--- config.mk ---
export PLATFORM = sky130hd
export DESIGN_NAME = sha_padder
export DESIGN_NICKNAME = d
export VERILOG_FILES = /design/src/rtl/sha_padder.sv
export SDC_FILE = /design/constraint.sdc
export NUM_CORES = 1
export LEC_CHECK = 0
export CAP_MARGIN = 20
export CORE_ASPECT_RATIO = 2
export CORE_UTILIZATION = 58
export CTS_BUF_LIST = sky130_fd_sc_hd__clkbuf_2
export DETAILED_ROUTE_END_ITERATION = 10
export PLACE_DENSITY = 0.71
export SLEW_MARGIN = 20
export SYNTH_ARGS = -nofsm -noshare
export SYNTH_HDL_FRONTEND = slang
export SYNTH_SLANG_ARGS = --single-unit
--- constraint.sdc ---
create_clock -name clk -period 3.7 [get_ports clk]
set_input_delay 0.74 -clock clk [delete_from_list [all_inputs] [get_ports clk]]
set_output_delay 0.74 -clock clk [all_outputs]
set_load 0.005 [all_outputs]
--- src/rtl/sha_padder.sv ---
// Byte-to-word SHA-256 single-block padder.
// Collects bytes up to a terminator, then emits 16 padded 32-bit words.
module sha_padder #(
  parameter logic [7:0] TERM_BYTE = 8'h0A,
  parameter int         MAX_BYTES = 55
) (
  input  logic        clk,
  input  logic        rst_n,
  input  logic        rx_valid,
  input  logic [7:0]  rx_data,
  output logic        valid_o,
  output logic [31:0] M_o,
  output logic        busy_o,
  output logic        overflow_o
);

  typedef enum logic [1:0] {
    IDLE,
    COLLECT,
    EMIT
  } state_e;

  state_e      state_q, state_d;
  logic [5:0]  len_q, len_d;
  logic [3:0]  idx_q, idx_d;
  logic        ovf_q, ovf_d;
  logic        valid_q, valid_d;
  logic        busy_q, busy_d;
  logic [31:0] m_q, m_d;
  logic [31:0] word;
  logic [7:0]  mem_q [MAX_BYTES];
  logic        we;
  logic [5:0]  waddr;
  logic        is_term;
  logic        full;

  assign is_term = (rx_data == TERM_BYTE);
  assign full    = (len_q >= 6'(MAX_BYTES));

  always_ff @(posedge clk or negedge rst_n) begin
    if (!rst_n) state_q <= IDLE;
    else        state_q <= state_d;
  end

  always_comb begin
    state_d = state_q;
    unique case (state_q)
      IDLE:    if (rx_valid) state_d = is_term ? EMIT : COLLECT;
      COLLECT: if (rx_valid && is_term) state_d = EMIT;
      EMIT:    if (idx_q == 4'd15) state_d = IDLE;
      default: state_d = IDLE;
    endcase
  end

  always_comb begin
    len_d = len_q;
    idx_d = '0;
    ovf_d = ovf_q;
    we    = 1'b0;
    waddr = len_q;
    unique case (state_q)
      IDLE: begin
        len_d = '0;
        if (rx_valid) begin
          ovf_d = 1'b0;
          if (!is_term) begin
            we    = 1'b1;
            waddr = '0;
            len_d = 6'd1;
          end
        end
      end
      COLLECT: begin
        if (rx_valid && !is_term) begin
          if (!full) begin
            we    = 1'b1;
            len_d = len_q + 6'd1;
          end else begin
            ovf_d = 1'b1;
          end
        end
      end
      EMIT: begin
        idx_d = idx_q + 4'd1;
        if (idx_q == 4'd15) len_d = '0;
      end
      default: len_d = '0;
    endcase
  end

  // Bytes past len are masked, so stale storage never leaks out.
  always_comb begin
    logic [5:0] b;
    logic [7:0] bv;
    word = '0;
    b    = '0;
    bv   = '0;
    if (idx_q == 4'd15) begin
      word = {23'd0, len_q, 3'd0};
    end else if (idx_q != 4'd14) begin
      for (int j = 0; j < 4; j++) begin
        b = {idx_q, 2'(j)};
        if (b < len_q)       bv = mem_q[b];
        else if (b == len_q) bv = 8'h80;
        else                 bv = 8'h00;
        word[31-8*j -: 8] = bv;
      end
    end
  end

  always_comb begin
    valid_d = (state_q == EMIT);
    busy_d  = (state_q == EMIT);
    m_d     = valid_d ? word : '0;
  end

  always_ff @(posedge clk or negedge rst_n) begin
    if (!rst_n) begin
      len_q   <= '0;
      idx_q   <= '0;
      ovf_q   <= 1'b0;
      valid_q <= 1'b0;
      busy_q  <= 1'b0;
      m_q     <= '0;
    end else begin
      len_q   <= len_d;
      idx_q   <= idx_d;
      ovf_q   <= ovf_d;
      valid_q <= valid_d;
      busy_q  <= busy_d;
      m_q     <= m_d;
    end
  end

  always_ff @(posedge clk or negedge rst_n) begin
    if (!rst_n) begin
      for (int k = 0; k < MAX_BYTES; k++) mem_q[k] <= '0;
    end else if (we) begin
      mem_q[waddr] <= rx_data;
    end
  end

  assign valid_o    = valid_q;
  assign busy_o     = busy_q;
  assign M_o        = m_q;
  assign overflow_o = ovf_q;

endmodule

[Yosys cells after proc, flatten, opt, wreduce, memory -nomap -nowiden]
Index checks and enable logic that the tools add are counted.
Word-level totals
  register bits: 486
  bits in latches: 0
  bits in writable memories: 0
  ROM bits: 0
  input bits: 11
  output and inout bits: 35
  logic and storage cells: 153
  memories: 0
Cells by class
  add/sub/neg operators: 2
  $mul: 0
  divide/modulo/power cells: 0
  magnitude comparators: 11
  eq/ne operators: 15
  shift-type cells: 0
  multiplexer cells: 50
  bitwise gates (word level): 5
  reduce and logical (&&, ||, !) cells: 9
Operators by type and width (number)
  $bwmux W440: 1
  $bmux W8 S6: 4
  $mux W8: 17
  $mux W32: 3
  $demux W8 S6: 1
  $mux W6: 6
  $ge A7 B7 Y1 const B: 5
  $not A6 Y7: 5
  $eq A6 B6 Y1: 4
  $lt A6 B6 Y1: 4
  $pmux W6 S3: 1
  $ne A2 B2 Y1 const B: 5
  $mux W1: 9
  $eq A8 B4 Y1 const B: 1
  $mux W2: 4
  $lt A7 B1 Y1 const B: 1
  $add A6 B1 Y6 const B: 1
  $ge A6 B6 Y1 const B: 1
  $pmux W2 S3: 1
  $reduce_and A3 Y1: 2
  $add A4 B1 Y4 const B: 1
  $eq A4 B4 Y1 const B: 1
  $mux W4: 1
  $ne A4 B4 Y1 const B: 1
  9 further kinds: 12

[Longest topological paths before layout]
Gate-level depths: netlist of the first run.
  word-level depth: 10
  depth in mapped cells: 11
  mapped depth without buffers: 7

[Worst setup path before layout of the first run]
No wires, ideal clock.
  kind: reg2reg
  start: register idx_q[0]
  end: register m_q[5], in the netlist M_o[5]
  setup time: 96 ps
  arrival: 2561 ps
  data required time: 3604 ps
  setup slack: 1043 ps
  cell stages (with the launch flop): 12
  buffers on the path: 4
  clock period less this slack: 2657 ps
  cells stage by stage: dfrtp_1 -> clkbuf_1 -> buf_2 -> buf_2 -> buf_2 -> inv_1 -> ha_1 -> o211a_1 -> nor2_1 -> and2_1 -> o21ai_0 -> o31ai_1
On the way
  word-level cells in the longest chain between the ends: 8
  elaborated cells on any way between the ends: 11
  classes of those cells: order compare (1); eq/ne (2); mux (7); bitwise (1)
Ends and longest elaborated chain
  start: declaration: line 25  | logic [3:0] idx_q, idx_d;
  start signal: assignment: line 127  | idx_q <= idx_d;
  $not A6 Y7 (implied by the code): line 103  | if (b < len_q) bv = mem_q[b];
  $bmux W8 S6: line 103
  $mux W8 (implied by the code) (2 in series): line 103
  $mux W8: line 103
  $mux W32: line 100  | end else if (idx_q != 4'd14) begin
  $mux W32 *: line 98  | if (idx_q == 4'd15) begin
  $mux W32 *: line 114  | m_d = valid_d ? word : '0;
  net m_d[5]: line 29  | logic [31:0] m_q, m_d;
  end signal: assignment: line 131  | m_q <= m_d;
  end: declaration: line 29
Mark *: on every way through the listed nets, which the timed path passes. The rest lies on a longest branch. The select of a mux whose other input is x is not followed.
A chain may end at the register's enable or synchronous reset.

[Worst setup path after layout of the first run]
  start: register idx_q[1]
  end: register m_q[26], in the netlist M_o[26]
The elaborated chain is that of the path after synthesis.

==> results of run 1 <==
-- synthesized netlist by cell type (all sizes together), types with 18 or more instances --
library cell | instances | share of area [%]
dfrtp | 486 | 55
mux2 | 441 | 22
mux2i | 84 | 3.8
clkbuf | 81 | 1.4
mux4 | 67 | 6.8
nand2 | 65 | 1.2
o21ai | 41 | 0.92
a21oi | 37 | 0.83
buf | 35 | 0.82
o22ai | 35 | 0.98
nor3 | 33 | 0.88
o221ai | 25 | 0.98
nor2 | 22 | 0.38
nand3 | 18 | 0.43
-- critical path: stages, from the launching register on --
cell and delay (ns):
dfrtp_4 0.66, ha_1 0.39, o211a_1 0.27, nor2_1 0.26
and2_1 0.24, o21ai_1 0.31, nor3_1 0.55
-- flip-flops by register name, indices dropped and copies added (netlist names) --
name        cells
state_q         2
M_o            32
mem_q         440
overflow_o      1
busy_o          1
len_q           6
idx_q           4
-- cell families after synthesis --
family | after synthesis | share of synthesized area, %
AOI/OAI and AO/OA | 168 | 4.84
muxes | 592 | 33.0
DFF | 486 | 54.7
buffers and inverters | 128 | 2.39
adders and majority gates | 10 | 0.562
xor gates and xnor gates | 2 | 0.0787
and+or+nand+nor | 188 | 4.46
-- final timing paths --
path,endpoint,slack [ns],cells after the start
worst max-delay path,M_o[26],0.77,6
worst min-delay path,mem_q[319],0.17,2
worst max register to register,M_o[26],0.77,6
worst min register to register,mem_q[361],0.51,1
max in group asynchronous,mem_q[223],2.48,3
min in group asynchronous,mem_q[31],0.32,2
-- layout make-up --
cell class / instances / area [um2] / area share [%]
Tap cell: 463 / 579 / 2.36
Multi-Input combinational cell: 960 / 9570 / 38.9
Inverter: 12 / 45.0 / 0.183
Clock buffer: 166 / 831 / 3.38
Sequential cell: 486 / 12200 / 49.5
Clock inverter: 25 / 211 / 0.860
Timing Repair Buffer: 131 / 1190 / 4.83
Antenna cell: 3 / 7.51 / 0.0305
-- stage by stage --
stage	cell area [um2]	cells
floorplan	22300	1574
global placement	23500	2051
detailed placement	23500	2051
CTS	24600	2243
global route	24600	2245
finish	24600	2246
-- where the power goes --
part           internal, mW  total (mW)  switching [mW]  leakage, nW
Combinational         0.593        1.18           0.588         4.20
Sequential             5.67        5.87           0.193         6.61
Clock                  1.46        3.51            2.04        0.792
Total                  7.73        10.6            2.83         11.6
-- per-layer routing --
layer	wire (um)	global-route usage (%)
met2	30400	54.9
met5	0	0
met3	1930	4.29
met4	2190	14.1
met1	21600	35.6
==> metrics list, run 1 <==
- The run finished with clean final reports.
- The detailed router finished its first iteration with 678 violations.
- PwrDens: roughly 430 mW/mm2
- Derived from the worst setup path, the maximum achievable clock frequency is roughly 340 MHz.
* Remaining design rule violation count: 0
* Die area: between 0.03 and 0.04 mm2
- In the layout the commonest cells are 484 x dfrtp_1, 431 x mux2_2, 166 x clkbuf_2.
- VDD sags by at most around 0.23 mV.
- Power comes to roughly 11 mW.
- Global-route wire length before repair: about 89,000 um
- Reg clk slew, reported paths: ~0.11 ns
- In this run, synthesis produced a sequential element count of between 400 and 500.
- Unrepaired setup endpoints after global routing: false
* Leading cell type in the layout, fill and taps excluded: dfrtp_1
* Number of synthesized flops with an enable pin: 0
* Post-CTS resize count: 0
- Startpoint of the most critical hold path: rx_data[7]
- Part of the cycle the worst path needs: 79.1%
- Share of cells above drive strength 1: between 40 and 50%
- The tightest min-delay check is of the input pin to register type.
- Critical path launch point: idx_q[1]
* Largest net degree at the start of global routing: 95
- Global routing consumed, over all layers together, between 30% and 40% of the routing resources.
- Across all hold checks on the routed design, the worst slack comes to around 0.17 ns.
- CTS built an H-tree with a depth of 3.
- Cells after Synth: around 1,600
- Count of boundary I/O pins: between 40 and 50
* Count of nets after finishing: around 1,700
- The number of nets handed over by synthesis was roughly 1,600.
- Placement row count: between 100 and 150
* Number of max-slew violations in the final report: 0
* Crit start category: register
- Cell leakage power: 11.6 nW
- Core outline area: 0.0379 mm2
* CP Data Required Time: 4.51 ns
- In this run the mean area of a mapped cell was roughly 14 um2.
* Primary FF master, synth: dfrtp_1
- Crit path DAT: around 3.7 ns
* Filler Cells Inserted: about 2,900
- Relative to the synthesized area, the layout overhead comes to 10.5%.
* Number of antenna violations at the first check in global routing: 2
- The count of nets left with antenna violations once routing finished came out at 0.
- Clock tree skew after final layout: 0.110 ns
* Relative slew slack: 43.6%
* Port bufs: 45
- The congestion estimate from routability-driven global placement came to 0.916.
* Register area share after synthesis: 54.7%
- Clk sink count: slightly below 500
- Count of endpoints failing setup in the final report: 0
- Worst slack at placement: between 0.15 and 0.2 ns
* Pin slew with the least headroom to its limit: approximately 0.84 ns
- The via count of the first global-routing pass came to 15,016.
* Detailed-route vias per instance: just over 6
* Die Span X: about 140 um
- Startpoint of the worst register-to-register path: idx_q[1]
- Maximum fanout encountered on the critical timing path: 22
- For the worst-skew pair, the clock arrives at the later sink with an insertion delay of 1.06 ns.
- After legalization and detailed placement, the total HPWL measured 37,100 um.
- In this run the cell area of the synthesized design comes to about 0.022 mm2.
- Clock tree root driver cell: clkbuf_2
- Detailed Routing Iterations Pass 1: 5
- Post-layout worst setup margin: 0.774 ns
- After detailed routing, the average wire length per cell comes to approximately 25 um.
- For this run, asynchronously set or reset flops after synthesis account for between 90% and 100%.
* Number of endpoints with negative hold slack in the final report: 0
- Number of distinct library cells after synthesis: 56
- Total global routing overflow: 0
- Adding up every negative setup slack in the final design gives 0 ns.
- In this run the deepest clock path goes through 3 buffers.
- Clock tree from TritonCTS: done
* Critical path endpoint category: register
- The initial utilization of the core area, before any placement, comes to about 59%.
* Vias: 13,964
- Number of buffers created by CTS: roughly 110
- Y dimension of the die: between 200 and 300 um
* Final cell utilization of the core: roughly two thirds
- The critical path in this run is classified as register to register.
- Setup Buffers After CTS: 0
- Fin crit period: 2.93 ns
* Max cap viols: 0
- Summed over all layers, the routed wires come to ~56,000 um.
- Number of buffers inserted for hold repair after clock tree synthesis: 1
* Warning count from the yosys run: 0
Note: power is estimated with default switching activity, not from simulation.
==> run 2, diff against run 1 <==
Clock period 3.7 ns to 2.8 ns, I/O delays scaled along.
==> run 2 against run 1 <==
  * Utilization up 1.6 points
  * Power up 29%
  * Die area unchanged
  * Final cell count up 2.0%
  * Clock skew down 0.027 ns
  * First-iteration DRC count up 9.6%
  * Combinational power up 36%
==> metrics list, run 2 (synthesis gave the netlist of run 1 again) <==
* Detailed-route vias per instance: approximately 6.2
- The tool flagged a number of max-cap violations equal to 0.
- Count of nets after finishing: approximately 1,800
- Remaining design rule violation count: 0
- STA puts the critical path data arrival time at around 3.5 ns.
- Core outline area: 0.0379 mm2
* Clk Latency, worst-skew pair: ~1.1 ns
* Total global routing overflow: 0
- Share of cells above drive strength 1: between 40% and 50%
- The finished cells cover between 0.02 and 0.03 mm2.
- Setup repair after global routing left no endpoint under its margin.
- Clock tree skew after final layout: 0.0832 ns
- Post-CTS resize count: 0
- Maximum level of the CTS H-tree: 3
- Top reg by flops: mem_q
- CP Data Required Time: around 3.7 ns
* Critical path endpoint category: register
- Counting the buffers created by CTS gives 106.
- Setup Buffers After CTS: 0
- Worst reg2reg path depth: 6
- Counting I/O delays and the setup requirement, the final critical path takes 2.63 ns.
* Count of endpoints failing setup in the final report: 0
* Port bufs: 45
- The register with the most flip-flops in the layout has between 400 and 500 of them.
- After clock tree synthesis, the clock-pin slew on the worst setup and hold paths is around 0.11 ns.
- Clk sink count: approximately 490
- Leading cell type in the layout, fill and taps excluded: dfrtp_1
- Entering global routing, the biggest net connects 81 pins.
- Max rail drop VDD: between 0.3 and 0.4 mV
- After legalization and detailed placement, the total HPWL measured 39,000 um.
- Maximum fanout encountered on the critical timing path: 15
- Worst slack at placement: -0.505 ns
- Number of buffers on the longest clock path: 3
- Die area: 0.0392 mm2
* Syn-to-layout area delta: 13.3%
- Number of antenna violations at the first check in global routing: 3
- The top cell types in the final layout, fill and taps aside, are 484 x dfrtp_1, 431 x mux2_2, 159 x clkbuf_2.
* Pin slew with the least headroom to its limit: 0.757 ns
- After floorplanning, the core was divided into 101 placement rows.
- Detailed Routing Iterations Pass 1: 8
* Number of max-slew violations in the final report: 0
- Global-route wire length before repair: between 90,000 and 100,000 um
- Clock tree from TritonCTS: done
* Via count of the first global-routing pass: roughly 16,000
* Reg2reg setup slack: between 0.15 and 0.2 ns
- The initial utilization of the core area, before any placement, comes to between 50% and 60%.
- Overall global routing resource usage: ~31%
* Run status: finished, final reports clean
* DRT Wirelength: just under 60,000 um
* Number of buffers inserted for hold repair after clock tree synthesis: 3
- Number of endpoints with negative hold slack in the final report: 0
- At the end of routability-driven placement, the weighted congestion stood at between 0.9 and 1.
- The setup path with the least slack is of type register to register.
- Vias: roughly 14,000
- Antenna Nets Post-Route: 0
- Summed over all cells, the static leakage comes to roughly 12 nW.
* Post-placement cell area: between 0.02 and 0.025 mm2
- Worst reg2reg path endpoint: M_o[26]
- The cell sitting at the root of the clock tree is a clkbuf_2.
* Relative slew slack: between 40 and 50%
- Startpoint of the worst register-to-register path: idx_q[1]
- Routed length per placed instance: about 25 um
- Part of the cycle the worst path needs: between 90% and 100%
* Y dimension of the die: 279 um
- For this design the ratio of total power to cell area is 540 mW/mm2.
* Die Span X: approximately 140 um
* Count of boundary I/O pins: 46
- The first routing iteration left 743 violations.
- Min-Delay Path Class: input pin to asynchronous set/reset pin
* Post-layout worst setup margin: 0.166 ns
- Highest clock rate: around 380 MHz
* Crit start category: register
## run 2: cell count changes in the layout (fill, tap and decap cells not counted), sizes merged
cell / previous run / this run
inv: 12 / 10
buf: 94 / 148
clkinvlp: 0 / 1
clkbuf: 166 / 159
clkinv: 21 / 22
bufinv: 4 / 1
dlygate4sd3: 1 / 3
## run 2: metrics by stage
step | hold slack [ns] | setup TNS, ns | total power, mW | std cells | utilization [%]
floorplan | 0.264 | 0 | 8.85 | 1574 | -
global placement | 0.466 | -26.46 | 9.43 | 2105 | 64.0
detailed placement | 0.486 | -26.18 | 9.51 | 2105 | 64.0
CTS | 0.0327 | 0 | 13.8 | 2289 | 66.5
global route | 0.0482 | 0 | 14.3 | 2292 | 66.5
finish | 0.0836 | 0 | 13.6 | 2292 | 66.5
## run 2: power breakdown
part	internal [mW]	leakage (nW)	total [mW]	switching, mW
clock network	1.58	0.713	4.24	2.67
logic	0.816	4.60	1.61	0.799
registers	7.50	6.61	7.75	0.254
## run 2: layout make-up
| cell class | count | area (um2) |
|---|---|---|
| inverters | 12 | 45.0 |
| well taps | 463 | 579 |
| flip-flops and latches | 486 | 12200 |
| repair buffers | 187 | 1940 |
| diodes | 3 | 7.51 |
| fillers | 2796 | 12700 |
| clock inverters | 22 | 116 |
| multi-input cells | 960 | 9570 |
| clock buffers | 159 | 796 |
## run 2: critical path: stages, from the launching register on
cell and delay (ns):
dfrtp_4 0.62, ha_1 0.24, o211a_1 0.24, nor2_1 0.29, and2_1 0.23, o21ai_1 0.28, nor3_1 0.51
## run 2: routing by layer
layer,part of all wire (%),global-route usage (%),vias up
met4,5.2,16.8,0
met3,3.9,4.77,166
met1,38,36.2,7468
met5,0,0,-
met2,53,55.5,386
li1,-,-,6260
## run 2: worst max-delay path by stage
stage / cells after the start / to / start
finish: 6 / M_o[26] / idx_q[1]
global route: 6 / M_o[26] / idx_q[1]
CTS: 7 / mem_q[43] / len_q[2]
detailed placement: 7 / mem_q[360] / rx_valid
global placement: 7 / mem_q[43] / rx_valid
floorplan: 11 / M_o[5] / idx_q[0]
==> variant, RTL diff (settings of run 1) <==
`MAX_BYTES`: 55 -> 110.
--- a/src/rtl/sha_padder.sv
+++ b/src/rtl/sha_padder.sv
@@ -2,7 +2,7 @@
 // Collects bytes up to a terminator, then emits 16 padded 32-bit words.
 module sha_padder #(
   parameter logic [7:0] TERM_BYTE = 8'h0A,
-  parameter int         MAX_BYTES = 55
+  parameter int         MAX_BYTES = 110
 ) (
   input  logic        clk,
   input  logic        rst_n,
Check against the original RTL: not settled (the Yosys comparison gave no result); the edit may change what the design does.
==> variant against run 1 <==
Final area is 5.1% higher. Synthesized cell count is 0.83% lower. Area after synthesis is 8.1% higher. Sequential cell count is 72 higher. Wire length is 7.3% lower. Worst hold slack better by 3.6 ps. Core utilization is 1.8 points lower. Cell count is 3.2% lower. Worst setup slack worse by 140 ps. Sequential share of layout area is 4.6 points higher. Critical path type unchanged. Highest routed layer unchanged.
Power is not compared: it rests on default switching activity, and its combinational part moved more than twofold at a synthesized area within 25%.
==> variant: results (changes against run 1) <==
metric,value,unit,change
status,"complete, no violations",,unchanged
wl,52020,µm,was 56100 µm
slowest_stage,dfrtp_1,,was dfrtp_4
slew_headroom,42.85,%,was 43.57%
clock_latency,1080,ps,was 1060 ps
grt_pass1_wl,84280,µm,was 88740 µm
gp_routability_congestion,0.8598,,was 0.9157
numCtsBuffers,119,,was 105
numPlacedInstances,1953,,was 2051
buffer_area_share,3.619,%,was 4.832%
buffers,92,,was 131
netlist-cell-type-count,52,,was 56
regArea,0.01397,mm²,was 0.01217 mm²
ys.warnings.count,0,,unchanged
first_pass_iters,4,,was 5
synthAdderAreaFrac,0.5722,%,was 0.5623%
clkbuf_count,168,,was 166
avgSynthCellArea,15.41,µm²,was 14.14 µm²
multi_input_gates,757,,was 960
finalClockSkew,49.33,ps,was 110.2 ps
drtIter0Drc,668,,was 678
crit_arrival,4020,ps,was 3730 ps
cts_sinks,558,,was 486
place_ws,165.1,ps,was 152.6 ps
crit_fanout,9,,was 22
synth_top_cells_by_count,"dfrtp_1 (558), mux2_2 (370), clkbuf_1 (194), mux4_2 (150), nand2_2 (28)",,"was dfrtp_1 (486), mux2_2 (431), mux2i_1 (84), clkbuf_1 (81), mux4_2 (67)"
cpPeakStageDelay,690,ps,was 660 ps
grt_max_degree,99,,was 95
crit_family,buffers and inverters,,was simple AND/OR/NAND/NOR gates
inv_count,12,,unchanged
clk_path_buf_depth,3,,unchanged
cts-resized-gates,0,,unchanged
synthMuxAreaShare,31.49,%,was 33.01%
finalNonFillerCells,2174,,was 2246
largest_reg_flops,512,,was 440
synthTopCellsByArea,"dfrtp_1 (58%), mux2_2 (17%), mux4_2 (14%)",,"was dfrtp_1 (55%), mux2_2 (22%), mux4_2 (6.8%)"
antenna_found_initial,3,,was 2
post-dp-hpwl,33700,µm,was 37100 µm
ys_seq_area_share,58.05,%,was 54.66%
hp-class,input port to async pin,,was input port to register
track_usage,26.40,%,was 30.42%
drive_gt1_share,49.45,%,was 45.00%
num-fill-cells,3107,,was 2932
multi_input_area_share,35.33,%,was 38.89%
synth-compound-area-share,1.295,%,was 4.841%
clock_area_share,4.233,%,was 4.237%
syn_nets,1583,,was 1595
grt_pass1_vias,14730,,was 15.02k
synth-xor-area-share,0.1821,%,was 0.07872%
vias,12880,,was 13.96k
## variant: cell count changes after synthesis, sizes merged, moves of 26 or more
cell,change
o22ai,-35
a21oi,-26
mux4,+83
dfrtp,+72
o21ai,-29
mux2i,-81
mux2,-71
clkbuf,+113
## variant: metrics by stage
stage          utilization [%]  cell area (µm²)  hold WS (ps)  power [W]
2_1_floorplan                -            24050         423.9    0.01016
3_3_place_gp             60.38            24750         359.7    0.01093
3_5_place_dp             60.38            24750         362.2    0.01113
4_1_cts                  63.08            25860         69.88    0.01490
5_1_grt                  63.10            25860         100.3    0.01555
6_report                 63.10            25860         172.9    0.01472
## variant: cell families (layout without fill, tap and decap cells)
kind of cell,after synthesis,after routing
compound gates,46,46
xor+xnor,5,5
fa+ha+maj,11,11
buf+inv,246,321
flops,558,558
mux,523,523
other cells,0,3
simple gates,172,172
## variant: report_power, final
| group | switching, W | total [W] | internal, W |
|---|---|---|---|
| Combinational | 0.00124 | 0.00301 | 0.00177 |
| Sequential | 0.000688 | 0.00798 | 0.00730 |
| Clock | 0.00235 | 0.00373 | 0.00138 |
## variant: final timing paths
check | slack (ps) | cells past startpoint | end | start
setup / recovery | 630 | 9 | M_o[23] | len_q[3]
hold / removal | 170 | 2 | mem_q[784] | rst_n
setup reg to reg | 630 | 9 | M_o[23] | len_q[3]
hold reg to reg | 380 | 0 | mem_q[412] | mem_q[412]
max in group asynchronous | 2310 | 4 | mem_q[482] | rst_n
min in group clk | 380 | 0 | mem_q[412] | mem_q[412]
## variant: repair_timing
action	CTS	global route
hold endpoints to repair	341	0
hold buffers	1	0
setup buffers	0	0
## variant: routing by layer
layer	wire, µm	up-vias	GRT usage [%]
li1	-	5595	-
met1	19980	6870	32.03
met2	28250	297	46.41
met3	1808	122	3.978
met4	1989	0	12.09
met5	0	-	0
